[config.mk]
export PLATFORM = sky130hd
export DESIGN_NAME = awb_gain_ctrl
export DESIGN_NICKNAME = d
export VERILOG_FILES = /design/src/rtl/awb_pkg.sv /design/src/rtl/awb_div.sv /design/src/rtl/awb_gain_ctrl.sv
export SDC_FILE = /design/constraint.sdc
export NUM_CORES = 1
export LEC_CHECK = 0
export CAP_MARGIN = 20
export CORE_MARGIN = 1
export CORE_UTILIZATION = 45
export CTS_BUF_LIST = sky130_fd_sc_hd__clkbuf_4
export DETAILED_ROUTE_END_ITERATION = 7
export SLEW_MARGIN = 20
export SYNTH_ARGS = -nofsm -noshare
export SYNTH_HDL_FRONTEND = slang
export SYNTH_HIERARCHICAL = 1
export SYNTH_SLANG_ARGS = --single-unit
[constraint.sdc]
create_clock -name clk -period 10.5 [get_ports clk]
set_input_delay 1.05 -clock clk [delete_from_list [all_inputs] [get_ports clk]]
set_output_delay 1.05 -clock clk [all_outputs]
set_load 0.005 [all_outputs]
[src/rtl/awb_pkg.sv]
// Shared encodings for the auto-white-balance gain controller.
package awb_pkg;

  // Operating modes as written through mode_in; code 3 behaves as bypass.
  localparam logic [1:0] MODE_BYPASS = 2'd0;
  localparam logic [1:0] MODE_MANUAL = 2'd1;
  localparam logic [1:0] MODE_AUTO   = 2'd2;

  // Bayer pattern at pixel (0,0).
  localparam logic [1:0] BAYER_RGGB = 2'd0;
  localparam logic [1:0] BAYER_GRBG = 2'd1;
  localparam logic [1:0] BAYER_GBRG = 2'd2;
  localparam logic [1:0] BAYER_BGGR = 2'd3;

  // Colour phase after XOR with the pixel parity: 0 = R, 1/2 = G, 3 = B.
  localparam logic [1:0] PH_R = 2'd0;
  localparam logic [1:0] PH_B = 2'd3;

  typedef enum logic [1:0] {
    ST_ACCUM  = 2'd0,
    ST_DIV_R  = 2'd1,
    ST_DIV_B  = 2'd2,
    ST_UPDATE = 2'd3
  } awb_state_t;

  // Unity gain in unsigned Q1.(gw-1).
  function automatic logic [31:0] unity(input int gw);
    return 32'd1 << (gw - 1);
  endfunction

endpackage

[src/rtl/awb_div.sv]
// Restoring unsigned divider producing a QW-bit quotient.
// The caller guarantees num_i / den_i < 2**QW, so the upper DENW bits of
// the numerator are already smaller than the divisor and only QW
// subtract-and-shift steps are needed after the load cycle.
module awb_div #(
  parameter int DENW = 30,
  parameter int QW   = 8
) (
  input  logic                 clk,
  input  logic                 rst,
  input  logic                 start_i,
  input  logic [DENW+QW-1:0]   num_i,
  input  logic [DENW-1:0]      den_i,
  output logic                 busy_o,
  output logic                 done_o,
  output logic [QW-1:0]        quo_o
);

  localparam int CW = $clog2(QW + 1);

  logic [DENW-1:0] rem_q;
  logic [DENW-1:0] den_q;
  // Low numerator bits leave at the top while quotient bits enter at the bottom.
  logic [QW-1:0]   sh_q;
  logic [CW-1:0]   cnt_q;
  logic            done_q;

  logic [DENW:0]   trial;
  logic [DENW-1:0] diff;
  logic            take;

  assign trial = {rem_q, sh_q[QW-1]};
  assign take  = (trial >= {1'b0, den_q});
  // When take is set the true difference is below den_q, so DENW bits suffice.
  assign diff  = trial[DENW-1:0] - den_q;

  // Load on start, then one quotient bit per cycle down to terminal count.
  always_ff @(posedge clk) begin
    if (rst) begin
      rem_q  <= '0;
      den_q  <= '0;
      sh_q   <= '0;
      cnt_q  <= '0;
      done_q <= 1'b0;
    end else begin
      done_q <= 1'b0;
      if (start_i && (cnt_q == '0)) begin
        rem_q <= num_i[DENW+QW-1:QW];
        sh_q  <= num_i[QW-1:0];
        den_q <= den_i;
        cnt_q <= CW'(QW);
      end else if (cnt_q != '0) begin
        rem_q  <= take ? diff : trial[DENW-1:0];
        sh_q   <= {sh_q[QW-2:0], take};
        cnt_q  <= cnt_q - 1'b1;
        done_q <= (cnt_q == CW'(1));
      end
    end
  end

  assign busy_o = (cnt_q != '0);
  assign done_o = done_q;
  assign quo_o  = sh_q;

endmodule

[src/rtl/awb_gain_ctrl.sv]
// Auto-white-balance gain controller on the raw Bayer stream.
// Gains switch only at frame start; auto mode derives gray-world gains
// from the previous frame's colour sums and smooths them with an IIR.
//
// state     | meaning
// ----------+-----------------------------------------------------------
// ST_ACCUM  | idle; waits for end of an auto frame to take the snapshot
// ST_DIV_R  | red gain: saturation precheck or divide
// ST_DIV_B  | blue gain: saturation precheck or divide
// ST_UPDATE | apply new auto gains unless auto mode was left meanwhile
module awb_gain_ctrl
  import awb_pkg::*;
#(
  parameter int DW        = 8,
  parameter int GW        = 8,
  parameter int HW        = 11,
  parameter int VW        = 11,
  parameter int SMOOTH_SH = 2
) (
  input  logic          clk,
  input  logic          rst,
  input  logic          clken,
  input  logic [DW-1:0] din,
  input  logic [1:0]    bayer_start,
  input  logic [HW-1:0] h_active,
  input  logic [VW-1:0] v_active,
  input  logic [GW-1:0] r_gain_in,
  input  logic [GW-1:0] g_gain_in,
  input  logic [GW-1:0] b_gain_in,
  input  logic [1:0]    mode_in,
  input  logic          cfg_we,
  output logic [GW-1:0] r_gain_out,
  output logic [GW-1:0] g_gain_out,
  output logic [GW-1:0] b_gain_out,
  output logic          gain_valid,
  output logic          gain_upd,
  output logic          frame_done
);

  localparam int AW = DW + HW + VW;
  localparam logic [GW-1:0] UNITY = GW'(unity(GW));
  localparam logic [GW-1:0] GMAX  = '1;

  // Configuration shadow registers
  logic [1:0]    sh_mode_q, sh_mode_d;
  logic [GW-1:0] sh_r_q, sh_g_q, sh_b_q;
  logic [GW-1:0] sh_r_d, sh_g_d, sh_b_d;

  // Pixel-domain counters and sums
  logic [HW-1:0] h_cnt_q;
  logic [VW-1:0] v_cnt_q;
  logic [1:0]    bayer_q;
  logic [AW-1:0] sum_r_q, sum_g_q, sum_b_q;
  logic [AW-1:0] sum_r_nx, sum_g_nx, sum_b_nx;
  logic [AW-1:0] add_r, add_g, add_b;

  // Control state
  awb_state_t    state_q;
  logic [1:0]    mode_q;
  logic [GW-1:0] r_q, g_q, b_q;
  logic          valid_q, upd_q, fd_q;
  logic [AW-1:0] snap_r_q, snap_g_q, snap_b_q;
  logic [GW-1:0] qr_q, qb_q;
  logic          div_started_q;
  logic          first_q;
  logic          disc_q;

  logic          h_last, v_last, frame_start, end_flag;
  logic [1:0]    mode_eff, bayer_eff, ph;
  logic          acc_en;
  logic [GW-1:0] fs_r, fs_g, fs_b;
  logic          fs_changed;

  logic [AW-1:0]    a_val;
  logic             sat_r, sat_b;
  logic             start_r, start_b, launch_b;
  logic             div_start, div_busy, div_done;
  logic [AW+GW-1:0] div_num;
  logic [AW-1:0]    div_den;
  logic [GW-1:0]    div_quo;

  logic signed [GW:0] dr, db, sr, sb;
  logic [GW:0]        r_sum, b_sum;
  logic [GW-1:0]      r_new, b_new;

  assign sh_mode_d = cfg_we ? mode_in   : sh_mode_q;
  assign sh_r_d    = cfg_we ? r_gain_in : sh_r_q;
  assign sh_g_d    = cfg_we ? g_gain_in : sh_g_q;
  assign sh_b_d    = cfg_we ? b_gain_in : sh_b_q;

  // Latch configuration writes; they wait here until the next frame start.
  always_ff @(posedge clk) begin
    if (rst) begin
      sh_mode_q <= MODE_BYPASS;
      sh_r_q    <= UNITY;
      sh_g_q    <= UNITY;
      sh_b_q    <= UNITY;
    end else begin
      sh_mode_q <= sh_mode_d;
      sh_r_q    <= sh_r_d;
      sh_g_q    <= sh_g_d;
      sh_b_q    <= sh_b_d;
    end
  end

  assign h_last      = (h_cnt_q == h_active - HW'(1));
  assign v_last      = (v_cnt_q == v_active - VW'(1));
  assign frame_start = clken && (h_cnt_q == '0) && (v_cnt_q == '0);
  assign end_flag    = clken && h_last && v_last;

  // The first pixel of a frame already belongs to the newly applied mode.
  assign mode_eff  = frame_start ? sh_mode_d   : mode_q;
  assign bayer_eff = frame_start ? bayer_start : bayer_q;
  assign ph        = bayer_eff ^ {v_cnt_q[0], h_cnt_q[0]};
  assign acc_en    = clken && (mode_eff == MODE_AUTO);

  assign add_r = (acc_en && (ph == PH_R)) ? AW'(din) : '0;
  assign add_b = (acc_en && (ph == PH_B)) ? AW'(din) : '0;
  assign add_g = (acc_en && (ph != PH_R) && (ph != PH_B)) ? AW'(din) : '0;

  assign sum_r_nx = sum_r_q + add_r;
  assign sum_g_nx = sum_g_q + add_g;
  assign sum_b_nx = sum_b_q + add_b;

  // Raster counters and per-colour sums, frozen while clken is low.
  always_ff @(posedge clk) begin
    if (rst) begin
      h_cnt_q <= '0;
      v_cnt_q <= '0;
      bayer_q <= BAYER_RGGB;
      sum_r_q <= '0;
      sum_g_q <= '0;
      sum_b_q <= '0;
    end else if (clken) begin
      if (frame_start) bayer_q <= bayer_start;
      if (h_last) begin
        h_cnt_q <= '0;
        v_cnt_q <= v_last ? '0 : v_cnt_q + VW'(1);
      end else begin
        h_cnt_q <= h_cnt_q + HW'(1);
      end
      if (end_flag) begin
        sum_r_q <= '0;
        sum_g_q <= '0;
        sum_b_q <= '0;
      end else begin
        sum_r_q <= sum_r_nx;
        sum_g_q <= sum_g_nx;
        sum_b_q <= sum_b_nx;
      end
    end
  end

  assign fs_r = (sh_mode_d == MODE_MANUAL) ? sh_r_d : UNITY;
  assign fs_g = (sh_mode_d == MODE_MANUAL) ? sh_g_d : UNITY;
  assign fs_b = (sh_mode_d == MODE_MANUAL) ? sh_b_d : UNITY;
  assign fs_changed = (fs_r != r_q) || (fs_g != g_q) || (fs_b != b_q);

  // Gray-world target: half the green sum, since green has twice the sites.
  assign a_val = snap_g_q >> 1;
  // A quotient of 2*UNITY or more does not fit GW bits: saturate instead.
  assign sat_r = (snap_r_q == '0) || ({1'b0, a_val} >= {snap_r_q, 1'b0});
  assign sat_b = (snap_b_q == '0) || ({1'b0, a_val} >= {snap_b_q, 1'b0});

  assign start_r  = (state_q == ST_DIV_R) && !div_started_q && !sat_r && !div_busy;
  assign launch_b = (state_q == ST_DIV_R) && (div_started_q ? div_done : sat_r);
  // Blue starts in the same cycle the red result is taken, saving a cycle.
  assign start_b  = launch_b && !sat_b;

  assign div_start = start_r || start_b;
  assign div_den   = start_b ? snap_b_q : snap_r_q;
  assign div_num   = {1'b0, a_val, {(GW-1){1'b0}}};

  awb_div #(
    .DENW (AW),
    .QW   (GW)
  ) u_div (
    .clk     (clk),
    .rst     (rst),
    .start_i (div_start),
    .num_i   (div_num),
    .den_i   (div_den),
    .busy_o  (div_busy),
    .done_o  (div_done),
    .quo_o   (div_quo)
  );

  assign dr    = $signed({1'b0, qr_q}) - $signed({1'b0, r_q});
  assign db    = $signed({1'b0, qb_q}) - $signed({1'b0, b_q});
  assign sr    = dr >>> SMOOTH_SH;
  assign sb    = db >>> SMOOTH_SH;
  assign r_sum = $unsigned($signed({1'b0, r_q}) + sr);
  assign b_sum = $unsigned($signed({1'b0, b_q}) + sb);
  assign r_new = first_q ? qr_q : (r_sum[GW] ? GMAX : r_sum[GW-1:0]);
  assign b_new = first_q ? qb_q : (b_sum[GW] ? GMAX : b_sum[GW-1:0]);

  // Mode switching at frame start, auto-gain FSM and registered outputs.
  always_ff @(posedge clk) begin
    if (rst) begin
      state_q       <= ST_ACCUM;
      mode_q        <= MODE_BYPASS;
      r_q           <= UNITY;
      g_q           <= UNITY;
      b_q           <= UNITY;
      valid_q       <= 1'b0;
      upd_q         <= 1'b0;
      fd_q          <= 1'b0;
      snap_r_q      <= '0;
      snap_g_q      <= '0;
      snap_b_q      <= '0;
      qr_q          <= '0;
      qb_q          <= '0;
      div_started_q <= 1'b0;
      first_q       <= 1'b0;
      disc_q        <= 1'b0;
    end else begin
      upd_q <= 1'b0;
      fd_q  <= end_flag;

      if (frame_start) begin
        mode_q <= sh_mode_d;
        if (sh_mode_d != MODE_AUTO) begin
          r_q     <= fs_r;
          g_q     <= fs_g;
          b_q     <= fs_b;
          valid_q <= 1'b1;
          upd_q   <= fs_changed;
        end else if (mode_q != MODE_AUTO) begin
          first_q <= 1'b1;
        end
      end

      // Any non-auto cycle during a computation invalidates its result.
      if ((state_q != ST_ACCUM) && (mode_eff != MODE_AUTO)) disc_q <= 1'b1;

      case (state_q)
        ST_ACCUM: begin
          if (end_flag && (mode_q == MODE_AUTO)) begin
            snap_r_q      <= sum_r_nx;
            snap_g_q      <= sum_g_nx;
            snap_b_q      <= sum_b_nx;
            div_started_q <= 1'b0;
            disc_q        <= 1'b0;
            state_q       <= ST_DIV_R;
          end
        end
        ST_DIV_R: begin
          if (start_r) begin
            div_started_q <= 1'b1;
          end else if (launch_b) begin
            qr_q          <= div_started_q ? div_quo : GMAX;
            div_started_q <= start_b;
            state_q       <= ST_DIV_B;
          end
        end
        ST_DIV_B: begin
          if (!div_started_q) begin
            qb_q    <= GMAX;
            state_q <= ST_UPDATE;
          end else if (div_done) begin
            qb_q    <= div_quo;
            state_q <= ST_UPDATE;
          end
        end
        ST_UPDATE: begin
          state_q <= ST_ACCUM;
          if (!disc_q && (mode_eff == MODE_AUTO)) begin
            r_q     <= r_new;
            g_q     <= UNITY;
            b_q     <= b_new;
            valid_q <= 1'b1;
            upd_q   <= 1'b1;
            first_q <= 1'b0;
          end
        end
        default: state_q <= ST_ACCUM;
      endcase
    end
  end

  assign r_gain_out = r_q;
  assign g_gain_out = g_q;
  assign b_gain_out = b_q;
  assign gain_valid = valid_q;
  assign gain_upd   = upd_q;
  assign frame_done = fd_q;

endmodule

==> impl_metrics.py <==
metrics = {
    "run_status": {
        "status": "finished clean",
    },
    "logic_synthesis": {
        "synth_top_area_cell": "dfxtp_1",
        "synthCells": 2861,
        "synth_top_area_share_pct": 30.8,
        "yosysSeqAreaShare_pct": 30.8,
        "async_reset_ff_share_pct": 0,
        "synthDistinctLibCells": 89,
        "synthSimpleGateAreaFrac_pct": 21.8,
        "yosysWarnings": 6,
        "avgSynthCellArea_sq_um": 7.99,
        "synth_area_leaders": "dfxtp_1, ha_1, nor2_1, a21oi_1, xnor2_1",
        "syn_area_sq_mm": 0.0228,
        "synth_edf_count": 0,
        "ys_ff_latch": 352,
        "synthMuxAreaShare_pct": 5.24,
        "synthAdderAreaFrac_pct": 8.85,
        "synth_xor_area_share_pct": 7.09,
        "synth_top_family_by_area": "simple AND/OR/NAND/NOR gates",
        "synth_compound_area_share_pct": 20.3,
        "synth_ff_type": "dfxtp_1",
    },
    "sta": {
        "setup_slack_ps": 4160,
        "finalCriticalPeriod_ps": 6340,
        "slew_violations": 0,
        "final.setup_skew_ps": 61.1,
        "setup_violations": 0,
        "fmax_ghz": 0.158,
        "finalCritPeriodShare_pct": 60.4,
        "holdWs_ps": 454,
        "grt_setup_unrepaired": "false",
        "hold_viol": 0,
        "slew_headroom_pct": 27.2,
        "max_slew.worst_pin.slew_ps": 1090,
        "setup_tns_ps": 0,
    },
    "clock_tree": {
        "cts_buffer_depth": 3,
        "cts.repair.resized": 0,
        "cts_root_buf": "clkbuf_4",
        "cts_hold_buf": 0,
        "cts_setup_buffers": 0,
        "cts_tree": "done",
        "numCtsBuffers": 99,
        "h-tree-depth": 3,
        "insertion_delay_ps": 840,
        "cts_sinks": 352,
        "clkTransAtPathRegs_ps": 60,
    },
    "cells_and_area": {
        "utilization_pct": 50.8,
        "nets": 3143,
        "final_cells": 3678,
        "final_cell_mix": "dfxtp_1, nor2_1, nand2_1, a21oi_1, inv_1",
        "drive_gt1_share_pct": 8.42,
        "final_common_cell": "dfxtp_1",
        "area_growth_pct": 11.4,
    },
    "flow_run": {
        "cap_violations": 0,
    },
    "worst_hold_path": {
        "hold_start": "u_div/den_q[9]",
        "hold_class": "flip-flop to flip-flop",
        "hold_end": "u_div/den_q[9]",
        "hold_path_depth": 2,
    },
    "power": {
        "pwr_density_cell_mw_per_mm2": 177,
        "vdd_drop_max_mv": 0.0933,
        "power_leakage_uw": 0.00956,
    },
    "grt": {
        "antenna_found_initial": 1,
        "grt_pass1_vias": 20358,
        "grt_max_degree": 74,
        "grt_overflow": 0,
        "grt.total_usage_pct": 26.1,
        "grt_first_pass_wirelength_um": 108000,
    },
    "die": {
        "die-height_um": 227,
        "num_io_pins": 89,
        "core_sq_mm": 0.0501,
        "die_x_um": 227,
        "placementRows": 82,
        "initial_core_util_pct": 45.6,
        "dieArea_sq_mm": 0.0517,
    },
    "detailed_routing": {
        "via_per_inst": 5.71,
        "drt.antenna.violating_nets": 0,
        "drt_iter0_markers": 1427,
        "dr_total_vias": 20983,
        "drtPass1Iterations": 7,
        "drcViolationCount": 0,
        "wire_per_inst_um": 18.2,
        "drt-total-wl_um": 67100,
    },
    "critical_path": {
        "path_class": "primary input to flip-flop",
        "r2r-start": "v_cnt_q[5]",
        "end_kind": "flip-flop",
        "critPathLaunchType": "primary input",
        "max_stage_delay_ps": 620,
        "cpMaxStageDelayCell": "nor3_1",
        "worstPathRequired_ps": 11220,
        "reg2regPathDepth": 18,
        "rrSetupSlack_ps": 4600,
        "crit_arrival_ps": 7070,
        "crit_fanout": 67,
        "r2r-end": "sum_r_q[28]",
        "cp_cell_sequence": "buf_2 > buf_4 > inv_2 > or3_1 > nor3_4 > mux2i_1 > xnor2_1 > nor3_1 > and2_1 > ha_1 > inv_1 > fa_1 > nor2b_1 > o21ai_0 > a21o_1 > a21oi_1 > nor2b_1 > nand3_1 > or3_1 > o32ai_1",
    },
    "placed_design": {
        "gp_congestion": 0.914,
        "dpl.hpwl_um": 48400,
        "pre_cts_slack_ps": 3340,
        "port_buffers": 88,
        "dp.cells": 3494,
    },
}
state kept, by name, summed over array words and instances (netlist names), 29 cells and up:
register and cells:
u_div/den_q 30, snap_b_q 30, u_div/rem_q 30, sum_g_q 30, snap_g_q 29, sum_b_q 30, sum_r_q 30, snap_r_q 30
worst max-delay path by stage:
stage | start | endpoint | slack, ps
final | clken | sum_r_q[28] | 4160
after global routing | clken | sum_r_q[28] | 3730
after CTS | clken | sum_r_q[28] | 4260
after detailed placement | clken | sum_r_q[28] | 3340
after global placement | clken | sum_r_q[26] | 3480
after floorplan | clken | sum_g_q[24] | 5050
area by class of cell:
| class | count | area (sq um) |
|---|---|---|
| clock buffer | 152 | 1140 |
| clock inverter | 31 | 176 |
| fill | 4974 | 24600 |
| inverter | 165 | 619 |
| sequential | 352 | 7050 |
| antenna | 1 | 2.50 |
| timing repair buffer | 111 | 1050 |
| multi-input combinational | 2194 | 14600 |
| tap | 672 | 841 |
per-stage QoR:
step	area, sq um	power, uW
after detailed placement	24100	3190
after global routing	25400	4820
after global placement	24100	3160
after CTS	25400	4540
after floorplan	22900	2830
final	25400	4520
cells in the mapped netlist (23+ instances only):
library cell	n
nand3_1	77
mux2i_1	87
a21o_1	30
a32o_1	40
a21oi_1	233
o21ai_0	143
dfxtp_1	352
nand2b_1	30
xnor2_1	131
nor4_1	32
o22ai_1	23
inv_1	164
clkbuf_1	107
ha_1	152
mux2_2	28
nand2_1	239
nor3_1	38
a211oi_1	74
nor2b_1	35
and3_1	47
nor3b_1	23
nor2_1	318
nand4_1	43
xor2_1	54
and2_1	40
kinds of logic (layout without fill, tap and decap cells):
kind of cell / after synthesis / in the layout
AND/OR/NAND/NOR: 1011 / 1011
AO/OA/AOI/OAI: 715 / 715
flip-flops: 352 / 352
buffers and inverters: 323 / 459
XOR/XNOR: 185 / 185
adder cells (fa/ha/maj): 158 / 158
multiplexers: 116 / 116
other: 1 / 10
worst max-delay path, delay by kind of cell:
kind                     cells  cell delay, ps
AO/OA/AOI/OAI                4             900
AND/OR/NAND/NOR              8            3010
multiplexers                 1             330
adder cells (fa/ha/maj)      2             560
buffers and inverters        4            1030
XOR/XNOR                     1             150
power breakdown:
| part | leakage [uW] | internal [uW] | switching [uW] |
|---|---|---|---|
| clock | 0.000784 | 707 | 617 |
| combinational | 0.00592 | 692 | 992 |
| sequential | 0.00285 | 1420 | 83.3 |
metal layers:
metal / track usage [%] / wire length, um / up-vias
met1: 35.8 / 31900 / 9921
met5: 0 / 0 / -
li1: - / - / 10436
met2: 42.1 / 30400 / 512
met3: 3.51 / 3270 / 114
met4: 8.59 / 1510 / 0
Note: power is estimated with default switching activity, not from simulation.
